File: src/rtl/entity_trigger_scheduler.sv
// Frame-level entity scheduler. On each accepted frame it decides which
// entities are due from their frame dividers. It then triggers them one at a
// time in priority order (index 0 first) and waits for each one's done
// handshake, or for a timeout, before moving on.
module entity_trigger_scheduler #(
    parameter int NUM_ENT = 4,
    parameter int DIV_W   = 4,
    parameter int TIMEOUT = 63
) (
    input  logic                     clk_i,
    input  logic                     rst_ni,
    input  logic                     frame_start_i,
    input  logic                     pause_i,
    input  logic [NUM_ENT*DIV_W-1:0] div_cfg_i,
    input  logic [NUM_ENT-1:0]       ent_done_i,
    output logic [NUM_ENT-1:0]       trigger_o,
    output logic                     busy_o,
    output logic [7:0]               frame_count_o,
    output logic                     overrun_o,
    output logic [NUM_ENT-1:0]       timeout_err_o
);

    typedef enum logic [1:0] {
        ST_IDLE,
        ST_ISSUE,
        ST_WAIT
    } state_e;

    localparam logic [DIV_W:0]     DIV_ONE   = (DIV_W+1)'(1);
    localparam logic [NUM_ENT-1:0] ENT_ONE   = NUM_ENT'(1);
    localparam logic [5:0]         TIMER_LIM = 6'(TIMEOUT - 1);

    state_e                     state_q;
    logic [NUM_ENT*DIV_W-1:0]   cnt_q;
    logic [NUM_ENT*DIV_W-1:0]   cnt_d;
    logic [NUM_ENT-1:0]         due_d;
    logic [NUM_ENT-1:0]         mask_q;
    logic [NUM_ENT-1:0]         mask_rem_d;
    logic [NUM_ENT-1:0]         cur_q;
    logic [NUM_ENT-1:0]         trigger_q;
    logic [NUM_ENT-1:0]         timeout_err_q;
    logic [5:0]                 timer_q;
    logic [7:0]                 frame_count_q;
    logic                       overrun_q;
    logic                       accept_d;
    logic                       done_hit_d;
    logic                       timed_out_d;

    // Isolates the lowest set bit, which is the highest-priority pending entity.
    function automatic logic [NUM_ENT-1:0] lowest_bit(input logic [NUM_ENT-1:0] m);
        return m & (~m + ENT_ONE);
    endfunction

    // Per-entity divider: a zero divider behaves like 1 so the entity still runs
    // every frame, and the wider compare keeps cnt+1 from wrapping.
    for (genvar g = 0; g < NUM_ENT; g++) begin : g_div
        logic [DIV_W-1:0] div_w;
        logic [DIV_W-1:0] cnt_w;
        logic [DIV_W:0]   eff_w;
        logic [DIV_W:0]   inc_w;

        assign div_w = div_cfg_i[g*DIV_W +: DIV_W];
        assign cnt_w = cnt_q[g*DIV_W +: DIV_W];
        assign eff_w = (div_w == '0) ? DIV_ONE : {1'b0, div_w};
        assign inc_w = {1'b0, cnt_w} + DIV_ONE;
        assign due_d[g] = (inc_w >= eff_w);
        assign cnt_d[g*DIV_W +: DIV_W] = due_d[g] ? '0 : inc_w[DIV_W-1:0];
    end

    // Frame acceptance and the completion conditions for the entity being served.
    always_comb begin
        accept_d    = frame_start_i && !pause_i && (state_q == ST_IDLE);
        done_hit_d  = |(ent_done_i & cur_q);
        timed_out_d = (timer_q == TIMER_LIM);
        mask_rem_d  = mask_q & ~cur_q;
    end

    // Sequencer: latch the due mask on an accepted frame, then step through it
    // one entity per ISSUE/WAIT pair. Trigger is registered so it is a clean pulse.
    always_ff @(posedge clk_i or negedge rst_ni) begin
        if (!rst_ni) begin
            state_q       <= ST_IDLE;
            cnt_q         <= '0;
            mask_q        <= '0;
            cur_q         <= '0;
            trigger_q     <= '0;
            timeout_err_q <= '0;
            timer_q       <= '0;
            frame_count_q <= '0;
            overrun_q     <= 1'b0;
        end else begin
            overrun_q <= frame_start_i && !pause_i && (state_q != ST_IDLE);
            trigger_q <= '0;
            case (state_q)
                ST_IDLE: begin
                    if (accept_d) begin
                        frame_count_q <= frame_count_q + 8'd1;
                        cnt_q         <= cnt_d;
                        mask_q        <= due_d;
                        if (|due_d) begin
                            cur_q     <= lowest_bit(due_d);
                            trigger_q <= lowest_bit(due_d);
                            state_q   <= ST_ISSUE;
                        end
                    end
                end
                ST_ISSUE: begin
                    timer_q <= '0;
                    state_q <= ST_WAIT;
                end
                ST_WAIT: begin
                    if (done_hit_d || timed_out_d) begin
                        if (!done_hit_d) begin
                            timeout_err_q <= timeout_err_q | cur_q;
                        end
                        mask_q <= mask_rem_d;
                        if (|mask_rem_d) begin
                            cur_q     <= lowest_bit(mask_rem_d);
                            trigger_q <= lowest_bit(mask_rem_d);
                            state_q   <= ST_ISSUE;
                        end else begin
                            cur_q   <= '0;
                            state_q <= ST_IDLE;
                        end
                    end else begin
                        timer_q <= timer_q + 6'd1;
                    end
                end
                default: begin
                    state_q <= ST_IDLE;
                end
            endcase
        end
    end

    assign trigger_o     = trigger_q;
    assign busy_o        = (state_q != ST_IDLE);
    assign frame_count_o = frame_count_q;
    assign overrun_o     = overrun_q;
    assign timeout_err_o = timeout_err_q;

endmodule

File: config.mk
export PLATFORM = sky130hd
export DESIGN_NAME = entity_trigger_scheduler
export DESIGN_NICKNAME = d
export VERILOG_FILES = /design/src/rtl/entity_trigger_scheduler.sv
export SDC_FILE = /design/constraint.sdc
export NUM_CORES = 1
export LEC_CHECK = 0
export BUFFER_PORTS_ARGS = -buffer_cell sky130_fd_sc_hd__buf_2
export CAP_MARGIN = 20
export CORE_UTILIZATION = 61
export CTS_CLUSTER_SIZE = 20
export DETAILED_ROUTE_END_ITERATION = 8
export GPL_TIMING_DRIVEN = 0
export HOLD_SLACK_MARGIN = 0.1
export PLACE_DENSITY = 0.84
export SYNTH_ARGS = -nofsm -noshare
export SYNTH_HDL_FRONTEND = slang
export SYNTH_SLANG_ARGS = --single-unit
File: constraint.sdc
create_clock -name clk_i -period 4.25 [get_ports clk_i]
set_input_delay 0.2125 -clock clk_i [delete_from_list [all_inputs] [get_ports clk_i]]
set_output_delay 0.2125 -clock clk_i [all_outputs]
set_load 0.005 [all_outputs]
# Yosys cells after proc, flatten, opt, wreduce, memory -nomap -nowiden
# Index checks and enable logic that the tools add are counted.
# Widths: inputs -> output; s select.
[word_totals]
register_bits = 49
elab_cells = 86
ram_bits = 0
n_memories = 0
latchBits = 0
romBits = 0
output_inout_bits = 18
in_bits = 24
[op_classes]
reduce_logical = 22
n_mul = 0
eq_ne = 7
n_bitwise = 9
n_shift = 0
addsub = 8
n_mux = 27
n_div = 0
n_lt_le_gt_ge = 4
[ops]
columns = ["operator", "n"]
rows = [
  ["$mux 4", 17],
  ["$pmux 4 s2", 3],
  ["$add 4x1->5 const B", 4],
  ["$ge 5x4->1", 4],
  ["$and 4x4->4", 4],
  ["$logic_not 4->1", 4],
  ["$not 4->4", 3],
  ["$pmux 6 s2", 1],
  ["$reduce_or 4->1", 3],
  ["$reduce_and 3->1", 3],
  ["$add 4x1->4 const B", 2],
  ["$add 8x1->8 const B", 1],
  ["$add 6x1->6 const B", 1],
  ["$eq 6x6->1 const B", 1],
  ["$mux 2", 3],
  ["$mux 6", 1],
  ["$ne 2x2->1 const B", 3],
  ["$pmux 2 s3", 1],
  ["$reduce_bool 2->1", 3],
  ["$or 4x4->4", 1],
  ["$reduce_and 2->1", 2],
  ["$reduce_and 4->1", 1],
  ["$logic_and 1x1->1", 3],
  ["$eq 2x1->1 const B", 1],
  ["7 further kinds", 7],
]

# Depth between registers and ports, before layout
# Gate-level depths: netlist of run 1.
[depth]
ltp_word = 9
ltp_mapped = 8
ltp_nobuf = 8

# Worst setup path after synthesis of run 1
# OpenSTA, ideal clock, no wires.
[synth_path]
kind = "register -> register"
from = "register cnt_q[0]"
to = "register mask_q[0]"
path_slack_ns = 2.095
stages_incl_launch_ff = 8
n_path_buf = 0
t_arrival_ns = 2.037
required_time_ns = 4.132
cell_sequence = "dfrtp_1 ha_1 xor2_1 ha_1 a2111o_1 a32oi_4 o22ai_1 a21o_1"
[synth_between]
elab_chain_cells = 4
[synth_lines]
columns = ["element", "line", "source"]
rows = [
  ["start, declared", "34", "logic [NUM_ENT*DIV_W-1:0] cnt_q;"],
  ["start signal, assigned", "98", "cnt_q <= cnt_d;"],
  ["$add 4x1->5", "65", "assign inc_w = {1'b0, cnt_w} + DIV_ONE;"],
  ["$ge 5x4->1", "66", "assign due_d[g] = (inc_w >= eff_w);"],
  ["$mux 4", "96", "if (accept_d) begin"],
  ["$pmux 4 s2", "94", "case (state_q)"],
  ["end signal, assigned", "99", "mask_q <= due_d;"],
  ["end signal, assigned", "116", "mask_q <= mask_rem_d;"],
  ["end, declared", "37", "logic [NUM_ENT-1:0] mask_q;"],
]
# Every way passes these cells. The select of a mux whose other input is x is not followed.
# A chain may end at the register's enable or synchronous reset.

# Worst setup path after layout of run 1
[layout_path]
from = "register cnt_q[4]"
to = "register cur_q[2]"
[layout_between]
elab_chain_cells = 8
[layout_lines]
columns = ["element", "line", "source"]
rows = [
  ["$add 4x1->5 (*)", "65", ""],
  ["$ge 5x4->1 (*)", "66", ""],
  ["$not 4->4", "51", "return m & (~m + ENT_ONE);"],
  ["$add 4x1->4", "51", ""],
  ["$and 4x4->4", "51", ""],
  ["$mux 4", "100", "if (|due_d) begin"],
  ["$mux 4", "96", ""],
  ["$pmux 4 s2", "94", ""],
  ["end signal, assigned", "101", "cur_q <= lowest_bit(due_d);"],
  ["end signal, assigned", "118", "cur_q <= lowest_bit(mask_rem_d);"],
  ["end, declared", "39", "logic [NUM_ENT-1:0] cur_q;"],
]
# Every way passes the cells marked *; elsewhere a longest branch is shown, timed or not. The select of a mux whose other input is x is not followed.

==> results.tsv, run 1 <==
stage	metric	value	unit
critical_path	r2r_cells	7	
critical_path	critPathTopFamily	compound AO/OA/AOI/OAI gates	
critical_path	crit_type	register to register	
synth	ys_ff_latch	49	
critical_path	critical_path.cell_chain	ha_1, xor2_1, ha_1, a2111oi_2, o21a_1, a41oi_2, o221ai_1	
die	ios	42	
pwr	peakVddDrop	0.316	mV
status	status	completed	
layout	nFillCells	323	
clock_network	cts_tree	built	
critical_path	rr_endpoint	cur_q[2]	
synth	ys_types	56	
synth	yosysSeqAreaShare	43.0	%
sta	fin_crit	2450	ps
sta	tightestPinTransition	635	ps
sta	drv_slew	0	
critical_path	rr_startpoint	cnt_q[4]	
layout	final_common_cell	dfrtp_1	
pwr	p_int	1120	uW
critical_path	start_kind	register	
layout	regArea	0.00123	sq mm
pwr	p_leak	0.00163	uW
sta	setup-tns-final	0	ps
sta	setup_violations	0	
die	dieHeight	70.4	um
synth	yosys_warnings	0	
hold_path	holdPathStages	2	
grt	track_usage	25.4	%
clock_network	clock_latency	300	ps
layout	final_cell_mix	dfrtp_1 (49), buf_2 (46), nand2_1 (29), ha_1 (23), o21ai_0 (22)	
critical_path	end_kind	register	
hold_path	min_from	pause_i	
synth	synth_area	0.00285	sq mm
clock_network	cts_inserted_buffers	5	
detailed_routing	wl_per_cell	15.2	um
detailed_routing	routed_wl	5860	um
pwr	total_power	1930	uW
pwr	power.share.clock	13.5	%
critical_path	crit_required	4460	ps
placed_design	hpwl	4330	um
critical_path	slowest_stage	dfrtp_1	
grt	overflow	0	
sta	skew	3.88	ps
layout	multi_input_area	0.00152	sq mm
layout	drive_above_1_share	20.4	%
grt	antenna_found_initial	0	
synth	avgSynthCellArea	10.1	sq um
pwr	p_per_area	597	mW/mm^2
placed_design	gp_congestion	0.881	
sta	relSlewSlack	57.2	%
layout	fin_nets	379	
die	start_util	64.6	%
sta	timing.fmax	408	MHz
synth	syn_inst	282	
clock_network	clk_pin_slew_worst_paths	80	ps
critical_path	critPathMostFrequentCell	ha_1	
pwr	combPwrFrac	46.9	%
die	die_w	70.4	um
clock_network	cts_root_buf	clkbuf_8	
critical_path	startpoint	cnt_q[4]	
pwr	switching_share	42.1	%
layout	num_antenna_cells	0	
die	rows	24	
synth	synth_edf_count	0	
placed_design	port_buffers	41	
critical_path	arrival	2660	ps
synth	syn-num-nets	329	
grt	grt_pass1_wl	9950	um
detailed_routing	ant_nets	0	
detailed_routing	vias	2299	
clock_network	cts_sinks	49	
critical_path	crit_buf_inv	0	
clock_network	cts_buffer_depth	2	
critical_path	cp_max_fo	8	
pwr	switching_power	813	uW
sta	grt_setup_unrepaired	no	
synth	ys_async_sr_fraction	100	%
clock_network	cts_max_level	2	
flow_run	maxCapViolCount	0	
grt	grt_max_degree	50	
detailed_routing	drc	0	
hold_path	hold_class	primary input to register	
layout	area_growth	13.3	%
detailed_routing	viasPerCell	5.97	
critical_path	regToRegSetupSlack	1800	ps
hold_path	holdPathEnd	overrun_o	
sta	finalHoldViolations	0	
sta	post-route-period-util	57.7	%
pwr	pwr-share-seq	39.7	%
die	die_area	0.00495	sq mm
detailed_routing	dr.pass1.iters	4	
grt	grt_pass1_vias	2227	
synth	synth_ff_type	dfrtp_1	
die	core	0.00441	sq mm
detailed_routing	drt_iter0_drc	64	
critical_path	max_stage_delay	440	ps
[cell type report]
cell class | instances | area share [%]
flip-flops and latches | 49 | 37.9
clock buffers | 8 | 2.48
well taps | 52 | 2.01
plain buffers | 7 | 1.01
inverters | 19 | 2.21
repair buffers | 43 | 7.28
multi-input cells | 207 | 47.1
[worst reg2reg max path, cell delays in order, from the launching register on]
cell and delay (ps):
dfrtp_1 440, ha_1 270, xor2_1 160, ha_1 230, a2111oi_2 440, o21a_1 380
a41oi_2 220, o221ai_1 230
[registers in the layout (all words and copies together), names as in the netlist]
name	cells
cnt_q	16
cur_q	4
frame_count_o	8
mask_q	4
overrun_o	1
state_q	2
timeout_err_o	4
timer_q	6
trigger_o	4
[metrics by stage]
stage                     worst slack [ps]  cells  instance area [sq um]  hold slack, ps  utilization, %
after floorplan                       2090    282                   2850           -83.1               -
after global placement                1900    375                   3120             433            70.7
after detailed placement              1820    375                   3120             433            70.7
after CTS                             1780    383                   3200             113            72.6
after global routing                  1610    385                   3230             111            73.2
final                                 1800    385                   3230             116            73.2
[how the worst max path moves through the flow]
| stage | slack [ps] | endpoint | cells after the start |
|---|---|---|---|
| 6_report | 1800 | cur_q[2] | 7 |
| 2_1_floorplan | 2090 | mask_q[0] | 7 |
| 4_1_cts | 1780 | cur_q[2] | 7 |
| 3_3_place_gp | 1900 | mask_q[0] | 7 |
| 5_1_grt | 1610 | cur_q[2] | 7 |
| 3_5_place_dp | 1820 | cur_q[2] | 7 |
[synthesized netlist by cell type (2+ instances only)]
cell / count / share of area, %
nand2b_1: 9 / 2.0
a22o_1: 4 / 1.2
buf_2: 5 / 0.88
inv_1: 19 / 2.5
mux2_2: 2 / 0.79
a32o_1: 2 / 0.70
nor2_1: 7 / 0.92
a41o_1: 2 / 0.70
nand3_1: 11 / 1.9
a21o_1: 10 / 2.6
and2_1: 2 / 0.44
ha_1: 23 / 10
o32ai_1: 2 / 0.61
o22ai_1: 3 / 0.66
nor3_1: 4 / 0.70
a21oi_1: 7 / 1.2
nor4_1: 3 / 0.66
a31o_2: 5 / 1.5
o21ai_0: 22 / 3.9
dfrtp_1: 49 / 43
a31oi_1: 2 / 0.44
nand4_1: 6 / 1.3
o21a_1: 3 / 0.79
nor2b_1: 2 / 0.44
a22oi_1: 2 / 0.53
o211ai_1: 2 / 0.53
nand2_1: 29 / 3.8
xnor2_1: 10 / 3.1
a211oi_1: 2 / 0.53
clkbuf_1: 2 / 0.26
o221ai_1: 2 / 0.61
xor2_1: 5 / 1.5
[cell families after synthesis]
group                    Yosys count  share of synthesized area (%)
AO/OA/AOI/OAI                     82                           21.8
flip-flops                        49                           43.0
XOR/XNOR                          15                           4.61
multiplexers                       3                           1.14
AND/OR/NAND/NOR                   84                           15.7
buffers and inverters             26                           3.64
adder cells (fa/ha/maj)           23                           10.1
[per-layer routing]
layer	wire, um	up-vias	track usage [%]	part of all wire [%]
li1	-	1136	-	-
met1	2630	1098	33.1	45
met2	2880	60	43.5	49
met3	288	5	4.04	4.9
met4	63	0	7.33	1.1
met5	0	-	0	0
[power by group through the flow]
stage	registers [uW]	clock network, uW	logic (uW)
2_1_floorplan	733	0	675
3_3_place_gp	758	0	854
3_5_place_dp	769	0	898
4_1_cts	762	263	904
5_1_grt	786	284	1020
6_report	766	260	905
[timing repair]
| action | 4_1_cts | 5_1_grt |
|---|---|---|
| hold buffers | 0 | 1 |
| resized for setup | 0 | 0 |
| buffers inserted | 0 | 0 |
| hold endpoints to repair | 0 | 21 |
(Power assumes the default switching activity.)
==> inputs of run 2 (changes only) <==
Settings changed: CORE_UTILIZATION 61 to 52, PLACE_DENSITY 0.84 to 0.77.
Clock period 4.25 ns to 2.25 ns, I/O delays scaled along.
==> run 2 against run 1 <==
Sequential share of layout area fell by 2.9 points. Worst hold slack better by 140 ps. Wire length up 2.4%. Largest cell class unchanged. Global-route usage fell by 4.3 points. Via count grew 2.3%. First-iteration DRC count up 130%. Die area is 17% higher. Register-to-register slack worse by 1700 ps. Clock skew about the same. Highest routed layer unchanged. Final area up 8.6%.
==> results.tsv, run 2 (synthesis gave the netlist of run 1 again) <==
stage	metric	value	unit
layout	final_cell_mix	buf_2 (46), dfrtp_1 (45), nand2_1 (29), o21ai_0 (20)	
critical_path	r2r_cells	8	
die	rows	26	
pwr	p_per_area	1180	mW/mm^2
layout	top_register	cnt_q	
layout	final_common_cell	buf_2	
sta	setup-tns-final	0	ps
grt	grt_pass1_wl	9960	um
grt	overflow	0	
critical_path	rr_startpoint	cnt_q[0]	
clock_network	clock_latency	300	ps
critical_path	arrival	2350	ps
detailed_routing	ant_nets	0	
layout	area_growth	23.1	%
detailed_routing	wl_per_cell	14.3	um
die	die_area	0.00579	sq mm
grt	track_usage	21.1	%
critical_path	cp_max_fo	6	
layout	final_cells	419	
detailed_routing	drt_iter0_drc	147	
critical_path	crit_type	register to register	
placed_design	port_buffers	41	
sta	tightestPinTransition	577	ps
sta	timing.fmax	462	MHz
die	core	0.00520	sq mm
detailed_routing	dr.pass1.iters	4	
layout	fin_nets	395	
sta	fin_crit	2160	ps
clock_network	cts_tree	built	
sta	setup_violations	0	
die	dieHeight	76.1	um
hold_path	min_from	frame_start_i	
clock_network	cts_buffer_depth	2	
critical_path	crit_required	2440	ps
hold_path	holdPathStages	4	
detailed_routing	drc	0	
grt	grt_pass1_vias	2236	
clock_network	cts_inserted_buffers	5	
grt	antenna_found_initial	0	
die	die_w	76.1	um
sta	drv_slew	0	
layout	num_antenna_cells	0	
critical_path	rr_endpoint	state_q[0]	
detailed_routing	routed_wl	6000	um
hold_path	holdPathEnd	frame_count_o[2]	
layout	utilization	67.5	%
sta	skew	4.11	ps
flow_run	maxCapViolCount	0	
clock_network	clk_pin_slew_worst_paths	90	ps
grt	grt_max_degree	50	
die	start_util	54.8	%
clock_network	cts_sinks	49	
sta	finalHoldViolations	0	
detailed_routing	viasPerCell	5.61	
sta	post-route-period-util	96.2	%
die	ios	42	
hold_path	hold_class	primary input to register	
placed_design	placedCellCount	393	
placed_design	hpwl	4140	um
layout	drive_above_1_share	28.1	%
critical_path	regToRegSetupSlack	90	ps
status	status	completed	
pwr	total_power	4150	uW
layout	largest_reg_flops	16	
placed_design	gp_congestion	0.855	
clock_network	cts_root_buf	clkbuf_8	
detailed_routing	vias	2352	
pwr	p_leak	0.00173	uW
pwr	peakVddDrop	0.565	mV
critical_path	end_kind	register	
clock_network	cts_max_level	2	
sta	relSlewSlack	61.4	%
critical_path	start_kind	register	
run 2: cell count changes in the layout (fill, tap and decap cells not counted), sizes merged:
cell / previous run / this run
clkinv: 0 / 2
dlygate4sd3: 1 / 3
clkbuf: 10 / 8
buf: 47 / 61
run 2: what timing repair did:
action / CTS / global route
setup buffers: 8 / 6
hold buffers: 3 / 0
endpoints found under the hold margin: 50 / 0
resized for setup: 7 / 15
endpoints found under the setup margin: 11 / 13
pin swaps: 7 / 7
run 2: metal layers:
metal	vias up	share of wire, %	track usage, %
li1	1172	-	-
met1	1112	46	28.9
met2	58	48	33.7
met3	10	4.5	4.43
met4	0	1.2	6.73
met5	-	0	0
run 2: worst max path at each step:
stage	from	endpoint	cells past startpoint
final	cnt_q[0]	state_q[0]	8
after global routing	cnt_q[0]	cnt_q[3]	9
after CTS	cnt_q[0]	cur_q[2]	8
after detailed placement	cnt_q[0]	cur_q[2]	7
after global placement	cnt_q[0]	mask_q[0]	7
after floorplan	cnt_q[0]	mask_q[0]	7
run 2: through the flow:
step | instance area, sq um | hold WS [ps] | setup WS [ps]
floorplan | 2850 | -183 | 95.0
global placement | 3150 | 333 | -139
detailed placement | 3150 | 349 | -176
CTS | 3360 | 258 | 8.68
global route | 3510 | 267 | -68.5
finish | 3510 | 259 | 85.4
run 2: worst max-delay path, stage by stage (launching register included):
cell and delay (ps):
dfrtp_2 460, buf_6 140, ha_4 220, nand2b_4 130, a2111o_1 470, a32oi_4 200, buf_12 150, a41oi_4 130
o31a_1 150
run 2: report_power, final:
group | switching, uW | internal, uW | leakage (uW) | total (uW)
clock | 283 | 216 | 0.0000450 | 499
combinational | 1140 | 1080 | 0.00104 | 2220
sequential | 285 | 1150 | 0.000646 | 1430
total | 1710 | 2450 | 0.00173 | 4150
run 2: cell type report:
class,instances,area (sq um)
fillers,416,1690
multi-input cells,207,1630
flip-flops and latches,49,1230
repair buffers,59,380
well taps,70,87.6
clock buffers,6,72.6
inverters,19,71.3
plain buffers,7,32.5
clock inverters,2,10.0
